File: src/rtl/id_ex_stage.sv
// ID/EX pipeline register with load-use hazard detection,
// branch flush and a saturating hazard-bubble counter.
package id_ex_pkg;
    typedef struct packed {
        logic       valid;
        logic       mem_read;
        logic       mem_to_reg;
        logic [1:0] alu_op;
        logic       mem_write;
        logic       alu_src;
        logic       reg_write;
    } ctrl_t;
endpackage

module id_ex_stage
    import id_ex_pkg::*;
#(
    parameter int XLEN  = 32,
    parameter int CNT_W = 16
) (
    input  logic             clk_i,
    input  logic             rst_i,
    input  logic             start_i,
    input  logic             flush_i,
    input  logic             id_valid_i,
    input  logic             id_MemRead_i,
    input  logic             id_MemtoReg_i,
    input  logic [1:0]       id_ALUOp_i,
    input  logic             id_MemWrite_i,
    input  logic             id_ALUSrc_i,
    input  logic             id_RegWrite_i,
    input  logic [XLEN-1:0]  id_rs1_data_i,
    input  logic [XLEN-1:0]  id_rs2_data_i,
    input  logic [XLEN-1:0]  id_imm_i,
    input  logic [9:0]       id_funct_i,
    input  logic [4:0]       id_rs1_i,
    input  logic [4:0]       id_rs2_i,
    input  logic [4:0]       id_rd_i,
    output logic             stall_o,
    output logic             ex_valid_o,
    output logic             ex_MemRead_o,
    output logic             ex_MemtoReg_o,
    output logic [1:0]       ex_ALUOp_o,
    output logic             ex_MemWrite_o,
    output logic             ex_ALUSrc_o,
    output logic             ex_RegWrite_o,
    output logic [XLEN-1:0]  ex_rs1_data_o,
    output logic [XLEN-1:0]  ex_rs2_data_o,
    output logic [XLEN-1:0]  ex_imm_o,
    output logic [9:0]       ex_funct_o,
    output logic [4:0]       ex_rs1_o,
    output logic [4:0]       ex_rs2_o,
    output logic [4:0]       ex_rd_o,
    output logic [CNT_W-1:0] bubble_cnt_o
);

    ctrl_t id_ctrl;
    ctrl_t ex_ctrl_q;
    ctrl_t ctrl_d;

    logic [XLEN-1:0]  rs1_data_q;
    logic [XLEN-1:0]  rs2_data_q;
    logic [XLEN-1:0]  imm_q;
    logic [9:0]       funct_q;
    logic [4:0]       rs1_q;
    logic [4:0]       rs2_q;
    logic [4:0]       rd_q;
    logic [4:0]       rd_d;
    logic [CNT_W-1:0] cnt_q;

    logic rs1_match;
    logic rs2_match;
    logic hazard;
    logic squash;
    logic cnt_inc;

    always_comb begin
        id_ctrl            = '0;
        id_ctrl.valid      = id_valid_i;
        id_ctrl.mem_read   = id_MemRead_i;
        id_ctrl.mem_to_reg = id_MemtoReg_i;
        id_ctrl.alu_op     = id_ALUOp_i;
        id_ctrl.mem_write  = id_MemWrite_i;
        id_ctrl.alu_src    = id_ALUSrc_i;
        id_ctrl.reg_write  = id_RegWrite_i;
    end

    // rs2 only matters when it is an ALU operand or store data
    assign rs1_match = (rd_q == id_rs1_i);
    assign rs2_match = (rd_q == id_rs2_i)
                     & (~id_ALUSrc_i | id_MemWrite_i);

    assign hazard = ex_ctrl_q.valid
                  & ex_ctrl_q.mem_read
                  & (rd_q != 5'd0)
                  & id_valid_i
                  & (rs1_match | rs2_match);

    assign stall_o = hazard & start_i & ~flush_i;

    assign squash  = flush_i | hazard | ~id_valid_i;
    assign cnt_inc = hazard & ~flush_i & ~(&cnt_q);

    always_comb begin
        ctrl_d = id_ctrl;
        rd_d   = id_rd_i;
        if (squash) begin
            ctrl_d = '0;
            rd_d   = 5'd0;
        end
    end

    always_ff @(posedge clk_i) begin
        if (!rst_i) begin
            ex_ctrl_q  <= '0;
            rs1_data_q <= '0;
            rs2_data_q <= '0;
            imm_q      <= '0;
            funct_q    <= '0;
            rs1_q      <= '0;
            rs2_q      <= '0;
            rd_q       <= '0;
            cnt_q      <= '0;
        end else if (start_i) begin
            ex_ctrl_q  <= ctrl_d;
            rs1_data_q <= id_rs1_data_i;
            rs2_data_q <= id_rs2_data_i;
            imm_q      <= id_imm_i;
            funct_q    <= id_funct_i;
            rs1_q      <= id_rs1_i;
            rs2_q      <= id_rs2_i;
            rd_q       <= rd_d;
            if (cnt_inc)
                cnt_q <= cnt_q + {{(CNT_W-1){1'b0}}, 1'b1};
        end
    end

    assign ex_valid_o    = ex_ctrl_q.valid;
    assign ex_MemRead_o  = ex_ctrl_q.mem_read;
    assign ex_MemtoReg_o = ex_ctrl_q.mem_to_reg;
    assign ex_ALUOp_o    = ex_ctrl_q.alu_op;
    assign ex_MemWrite_o = ex_ctrl_q.mem_write;
    assign ex_ALUSrc_o   = ex_ctrl_q.alu_src;
    assign ex_RegWrite_o = ex_ctrl_q.reg_write;
    assign ex_rs1_data_o = rs1_data_q;
    assign ex_rs2_data_o = rs2_data_q;
    assign ex_imm_o      = imm_q;
    assign ex_funct_o    = funct_q;
    assign ex_rs1_o      = rs1_q;
    assign ex_rs2_o      = rs2_q;
    assign ex_rd_o       = rd_q;
    assign bubble_cnt_o  = cnt_q;

endmodule

File: config.mk
export PLATFORM = sky130hd
export DESIGN_NAME = id_ex_stage
export DESIGN_NICKNAME = d
export VERILOG_FILES = /design/src/rtl/id_ex_stage.sv
export SDC_FILE = /design/constraint.sdc
export NUM_CORES = 1
export LEC_CHECK = 0
export CORE_AREA = 2 2 119 121
export CTS_BUF_LIST = sky130_fd_sc_hd__clkbuf_8 sky130_fd_sc_hd__clkbuf_16
export DETAILED_ROUTE_END_ITERATION = 6
export DIE_AREA = 0 0 121 123
export PLACE_DENSITY = 0.8
export RECOVER_POWER = 25
export SLEW_MARGIN = 5
export SYNTH_ARGS = -nofsm -noshare
export SYNTH_HDL_FRONTEND = slang
export SYNTH_SLANG_ARGS = --single-unit
File: constraint.sdc
create_clock -name clk_i -period 2.5 [get_ports clk_i]
set_input_delay 0.625 -clock clk_i [delete_from_list [all_inputs] [get_ports clk_i]]
set_output_delay 0.625 -clock clk_i [all_outputs]
set_load 0.02 [all_outputs]
==> flow_metrics.env, run 1 <==
export IMPL_status="finished with violations"
export IMPL_failed_checks="setup timing"
export IMPL_ctsHtreeMaxLevel=4
export IMPL_grt_pass1_wl_um=24300
export IMPL_cts_tree="built"
export IMPL_die_h_um=123
export IMPL_worstSetupEndpointType="primary output"
export IMPL_leakagePower_uw=0.00382
export IMPL_synthCells=520
export IMPL_cts_buffer_depth=2
export IMPL_preCtsSetupSlack_ns=-0.646
export IMPL_first_pass_iters=4
export IMPL_grt_start_max_net_pins=133
export IMPL_net_switching_power_uw=1420
export IMPL_p_int_uw=4700
export IMPL_worstSetupPathType="reg2out"
export IMPL_setup_viol=1
export IMPL_busiest_layer="met2"
export IMPL_worst_pin_slew_ns=1.41
export IMPL_async_reset_ff_share_pct=0
export IMPL_nets=942
export IMPL_holdPathStages=1
export IMPL_drcViolationCount=0
export IMPL_skew_ns=0.00737
export IMPL_critical_path_arrival_ns=1.94
export IMPL_sequentialPowerShare_pct=40.7
export IMPL_hp_class="reg2reg"
export IMPL_ys_ff_latch=145
export IMPL_hold_buffers=0
export IMPL_cp_max_fo=2
export IMPL_yosysSeqAreaShare_pct=53.9
export IMPL_ios=279
export IMPL_reg2reg_slack_ns=0.25
export IMPL_dpl_hpwl_um=11300
export IMPL_synth_edf_count=0
export IMPL_hold_viol_final=0
export IMPL_min_period_ns=2.57
export IMPL_routabilityCongestion=0.794
export IMPL_routed_wirelength_um=15800
export IMPL_irDropWorstVdd_mv=0.322
export IMPL_combinationalPowerShare_pct=14.7
export IMPL_yosysUniqueCellTypes=35
export IMPL_use_met2_pct=36.9
export IMPL_cts_buffers=17
export IMPL_cp_required_ns=1.88
export IMPL_min_period_over_period_pct=103
export IMPL_rsz0062_at_grt="true"
export IMPL_syn_area_mm2=0.00538
export IMPL_maxCapViolations=0
export IMPL_synthTopCellsByArea="dfxtp_1 54%, mux2i_1 22%, nor2_1 8.7%, a22o_1 2.0%, xnor2_1 1.6%"
export IMPL_io_buffers=278
export IMPL_area_delta_synth_final_pct=68.9
export IMPL_swShare_pct=23.2
export IMPL_grtUsageTotal_pct=20.7
export IMPL_fin_hold_ws_ns=0.475
export IMPL_antenna_diode_count=0
export IMPL_fmax_mhz=390
export IMPL_die_area_mm2=0.0149
export IMPL_core_mm2=0.0136
export IMPL_clockPowerShare_pct=44.6
export IMPL_antenna_found_initial=0
export IMPL_powerDensity_mw_per_mm2=673
export IMPL_first_global_vias=4801
export IMPL_clock_sinks=145
export IMPL_report_final_slew_viol_count=0
export IMPL_grt_overflow=0
export IMPL_setup_slack_ns=-0.0652
export IMPL_ys_warn_count=0
export IMPL_register_area_mm2=0.00290
export IMPL_dr_total_vias=4858
export IMPL_postSynthAreaPerCell_um2=10.3
export IMPL_synth_most_common_cell="dfxtp_1"
export IMPL_start_kind="register"
export IMPL_synth_nets=654
export IMPL_vias_per_cell=4.85
export IMPL_drt_iter0_drc=184
export IMPL_clkTransAtPathRegs_ns=0.06
export IMPL_grt_util_met3_pct=6.00
export IMPL_ant_nets=0
export IMPL_cts_root_buf="clkbuf_16"
export IMPL_rows=43
export IMPL_insertion_delay_ns=0.41
export IMPL_fillers=1057
export IMPL_synth_commonest_cells="145 x dfxtp_1, 125 x nor2_1, 118 x mux2i_1"
export IMPL_synth_largest_area_cell="dfxtp_1"
export IMPL_met1_usage_pct=23.1
export IMPL_drive_gt1_share_pct=7.55
export IMPL_max_slew_margin_pct=6.09
export IMPL_wl_per_cell_um=15.8
export IMPL_fp_dieW_um=121
export IMPL_reg2reg_depth=8
export IMPL_synth_ff_type="dfxtp_1"
export IMPL_yosysTopAreaCellShare_pct=53.9
export IMPL_start_util_pct=39.5
export IMPL_multiInputGateArea_mm2=0.00233
## per-layer routing
| metal | routed length, um | vias up |
|---|---|---|
| li1 | - | 2373 |
| met3 | 1230 | 32 |
| met1 | 6080 | 2243 |
| met2 | 8070 | 210 |
| met5 | 0 | - |
| met4 | 402 | 0 |
## path summary, 6_finish.rpt
check / start / to
max: ex_rd_o[0]$_SDFFE_PN0P_ / stall_o
min: ex_MemtoReg_o$_SDFFE_PN0P_ / ex_MemtoReg_o$_SDFFE_PN0P_
max reg2reg: ex_rd_o[3]$_SDFFE_PN0P_ / bubble_cnt_o[15]$_SDFFE_PN0P_
min reg2reg: ex_MemtoReg_o$_SDFFE_PN0P_ / ex_MemtoReg_o$_SDFFE_PN0P_
## cells in the final DEF (no fill, tap or decap), types with 9 or more instances in the layout
cell type and instances:
a21oi_1 11, a22o_1 12, buf_4 20, clkbuf_16 17, clkdlybuf4s50_1 267, dfxtp_1 144
mux2i_1 118, nand2_1 9, nand3_1 10, nor2_1 125, xnor2_1 10
## cell families (layout without fill, tap and decap cells)
group / after synthesis / in the layout / synth area share, %
muxes: 118 / 118 / 21.9
xor gates and xnor gates: 14 / 14 / 2.28
AOI/OAI and AO/OA: 39 / 39 / 5.32
and+or+nand+nor: 168 / 168 / 13.4
buffers and inverters: 35 / 336 / 2.86
DFF: 145 / 145 / 53.9
adders and majority gates: 1 / 1 / 0.232
## stage by stage
stage	cells	utilization [%]	power [uW]	setup TNS (ns)	instance area (um^2)
finish	1001	66.8	6120	-0.0652	9090
global route	1001	66.8	6340	-0.110	9090
CTS	1000	66.8	6180	-0.0629	9090
detailed placement	967	62.0	3450	-3.78	8450
global placement	967	62.0	3420	-2.70	8450
floorplan	520	-	2930	0	5380
## worst max-delay path, cell delays in order (launching register included)
cell and delay (ns):
dfxtp_2 0.32, or4_4 0.54, o211a_1 0.24, and2_4 0.14, and2_4 0.16, buf_6 0.13
## power groups by stage
stage | Clock, uW | Combinational [uW] | Sequential [uW]
2_1_floorplan | 0 | 252 | 2680
3_3_place_gp | 0 | 892 | 2530
5_1_grt | 2880 | 953 | 2500
4_1_cts | 2780 | 909 | 2490
3_5_place_dp | 0 | 906 | 2540
6_report | 2730 | 898 | 2490
## cell type report
type / instances / area share (%)
Clock inverter: 15 / 2.38
Inverter: 3 / 0.138
Sequential cell: 145 / 31.9
Tap cell: 180 / 2.48
Timing Repair Buffer: 301 / 32.7
Multi-Input combinational cell: 340 / 25.6
Clock buffer: 17 / 4.68
## sequential cells by signal, summed over array words and instances, names as in the netlist, 2 cells and up
name	count
ex_ALUOp_o	2
ex_rd_o	5
bubble_cnt_o	16
ex_rs1_o	5
ex_rs1_data_o	32
ex_rs2_o	5
ex_funct_o	10
ex_rs2_data_o	32
ex_imm_o	32
## timing repair
| item | CTS | global route |
|---|---|---|
| endpoints found under the setup margin | 1 | 2 |
| resized for setup | 15 | 2 |
| pin swaps | 6 | 3 |
| setup buffers | 1 | 1 |
(Power assumes the default switching activity.)
==> run 2: changes to the inputs <==
==> config.mk (replaced) <==
export PLATFORM = sky130hd
export DESIGN_NAME = id_ex_stage
export DESIGN_NICKNAME = d
export VERILOG_FILES = /design/src/rtl/id_ex_stage.sv
export SDC_FILE = /design/constraint.sdc
export NUM_CORES = 1
export LEC_CHECK = 0
export CORE_AREA = 4 4 117 119
export CTS_BUF_LIST = sky130_fd_sc_hd__clkbuf_8 sky130_fd_sc_hd__clkbuf_16
export DETAILED_ROUTE_END_ITERATION = 6
export DIE_AREA = 0 0 121 123
export PLACE_DENSITY = 0.85
export RECOVER_POWER = 25
export SYNTH_ARGS = -nofsm -noshare
export SYNTH_HDL_FRONTEND = slang
export SYNTH_SLANG_ARGS = --single-unit
==> constraint.sdc (replaced) <==
create_clock -name clk_i -period 3.03 [get_ports clk_i]
set_input_delay 0.7575 -clock clk_i [delete_from_list [all_inputs] [get_ports clk_i]]
set_output_delay 0.7575 -clock clk_i [all_outputs]
set_load 0.02 [all_outputs]
==> flow_metrics.env, run 2 (synthesis gave the netlist of run 1 again) <==
export IMPL_first_pass_iters=4
export IMPL_cts_tree="built"
export IMPL_cts_buffers=17
export IMPL_rows=41
export IMPL_drive_gt1_share_pct=5.71
export IMPL_clkTransAtPathRegs_ns=0.06
export IMPL_reg2reg_from="ex_rd_o[1]$_SDFFE_PN0P_"
export IMPL_worstPathCellList="clkdlybuf4s50_1, xnor2_1, nand3_1, o22ai_4, and2_4, buf_2"
export IMPL_nets=927
export IMPL_grt_pass1_wl_um=25400
export IMPL_ant_nets=0
export IMPL_routabilityCongestion=0.824
export IMPL_crit_start="id_rs1_i[3]"
export IMPL_fp_dieW_um=121
export IMPL_maxCapViolations=0
export IMPL_first_global_vias=5074
export IMPL_clockPowerShare_pct=46.1
export IMPL_cts_buffer_depth=2
export IMPL_die_area_mm2=0.0149
export IMPL_start_util_pct=42.8
export IMPL_rsz0062_at_grt="false"
export IMPL_powerDensity_mw_per_mm2=576
export IMPL_fin_util_pct=71.6
export IMPL_cts_root_buf="clkbuf_16"
export IMPL_area_delta_synth_final_pct=67.2
export IMPL_max_slew_margin_pct=3.69
export IMPL_dr_total_vias=4811
export IMPL_cp_required_ns=2.27
export IMPL_final_common_cell="clkdlybuf4s50_1"
export IMPL_antenna_diode_count=0
export IMPL_core_mm2=0.0126
export IMPL_worst_pin_slew_ns=1.44
export IMPL_drt_iter0_drc=274
export IMPL_grtUsageTotal_pct=21.6
export IMPL_hold_viol_final=0
export IMPL_worstSetupEndpointType="primary output"
export IMPL_hp_start="ex_ALUOp_o[0]$_SDFFE_PN0P_"
export IMPL_grt_overflow=0
export IMPL_combinationalPowerShare_pct=14.2
export IMPL_vias_per_cell=4.92
export IMPL_critical_path_arrival_ns=2.11
export IMPL_io_buffers=278
export IMPL_hold_buffers=0
export IMPL_sequentialPowerShare_pct=39.7
export IMPL_irDropWorstVdd_mv=0.328
export IMPL_cp_slowest_cell="clkdlybuf4s50_1"
export IMPL_ios=279
export IMPL_clock_sinks=145
export IMPL_final_cell_mix="275 x clkdlybuf4s50_1, 145 x dfxtp_1, 125 x nor2_1"
export IMPL_wl_per_cell_um=16.9
export IMPL_critPathMaxStageDelay_ns=0.51
export IMPL_cp_top_family="buffers and inverters"
export IMPL_fin_hold_ws_ns=0.481
export IMPL_min_period_over_period_pct=94.7
export IMPL_cp_max_fo=3
export IMPL_min_period_ns=2.87
export IMPL_swShare_pct=22.0
export IMPL_setup_viol=0
export IMPL_leakagePower_uw=0.00375
export IMPL_report_final_slew_viol_count=0
export IMPL_net_switching_power_uw=1140
export IMPL_status="finished, final reports clean"
export IMPL_start_kind="primary input"
export IMPL_grt_start_max_net_pins=133
export IMPL_routed_wirelength_um=16500
export IMPL_dpl_hpwl_um=12000
export IMPL_skew_ns=0.00506
export IMPL_path_buf_inv=2
export IMPL_setup_tns_ns=0
export IMPL_antenna_found_initial=0
export IMPL_p_int_uw=4040
export IMPL_fillers=911
export IMPL_hp_class="reg2reg"
export IMPL_ctsHtreeMaxLevel=4
export IMPL_insertion_delay_ns=0.41
export IMPL_worstSetupPathType="in2out"
export IMPL_fmax_mhz=349
export IMPL_die_h_um=123
export IMPL_drcViolationCount=0
run 2: cell count changes in the layout (fill, tap and decap cells not counted), sizes merged, moves of 2 or more:
cell and change:
buf -15, clkdlybuf4s50 +8, dlygate4sd2 -7, clkbuf +4, inv -3, clkinvlp -2
run 2: what timing repair did:
item,4_1_cts,5_1_grt
buffers inserted,0,1
pin swaps,0,2
endpoints found under the setup margin,1,1
gates resized for setup,4,1
run 2: path summary, 6_finish.rpt:
| path | slack [ns] | end | cells after the start |
|---|---|---|---|
| setup reg to reg | 0.66 | ex_MemRead_o$_SDFFE_PN0P_ | 4 |
| hold reg to reg | 0.48 | ex_ALUOp_o[0]$_SDFFE_PN0P_ | 1 |
| setup / recovery | 0.16 | stall_o | 6 |
| hold / removal | 0.48 | ex_ALUOp_o[0]$_SDFFE_PN0P_ | 1 |
run 2: final cells by class:
type,count,area [um^2],area share [%]
Timing Repair Buffer,286,2850,31.7
Sequential cell,145,2900,32.3
Tap cell,172,215,2.39
Clock inverter,11,206,2.29
Clock buffer,21,480,5.34
Inverter,3,12.5,0.139
Multi-Input combinational cell,340,2330,25.9
run 2: metrics by stage:
stage	area (um^2)	setup slack (ns)	cells	total power, uW
6_report	9000	0.161	978	5180
5_1_grt	9000	0.0642	978	5370
4_1_cts	9010	0.0287	977	5230
3_5_place_dp	8320	-0.355	945	2840
3_3_place_gp	8320	-0.316	945	2820
2_1_floorplan	5380	0.729	520	2420
run 2: per-layer routing:
metal | vias up | global-route usage (%) | routed length (um)
li1 | 2326 | - | -
met1 | 2238 | 22.7 | 6280
met2 | 208 | 38.8 | 8450
met3 | 39 | 7.27 | 1260
met4 | 0 | 10.8 | 536
met5 | - | 0 | 0
run 2: power groups by stage:
stage | sequential, uW | clock [uW] | combinational (uW)
4_1_cts | 2060 | 2430 | 744
3_5_place_dp | 2100 | 0 | 740
2_1_floorplan | 2210 | 0 | 208
5_1_grt | 2070 | 2520 | 781
3_3_place_gp | 2090 | 0 | 723
6_report | 2060 | 2390 | 736
run 2: worst register-to-register path, delay by kind of cell, from the launching register on:
kind	cells	cell delay (ns)
flip-flops	1	0.38
AND/OR/NAND/NOR	1	0.55
AO/OA/AOI/OAI	3	1.37
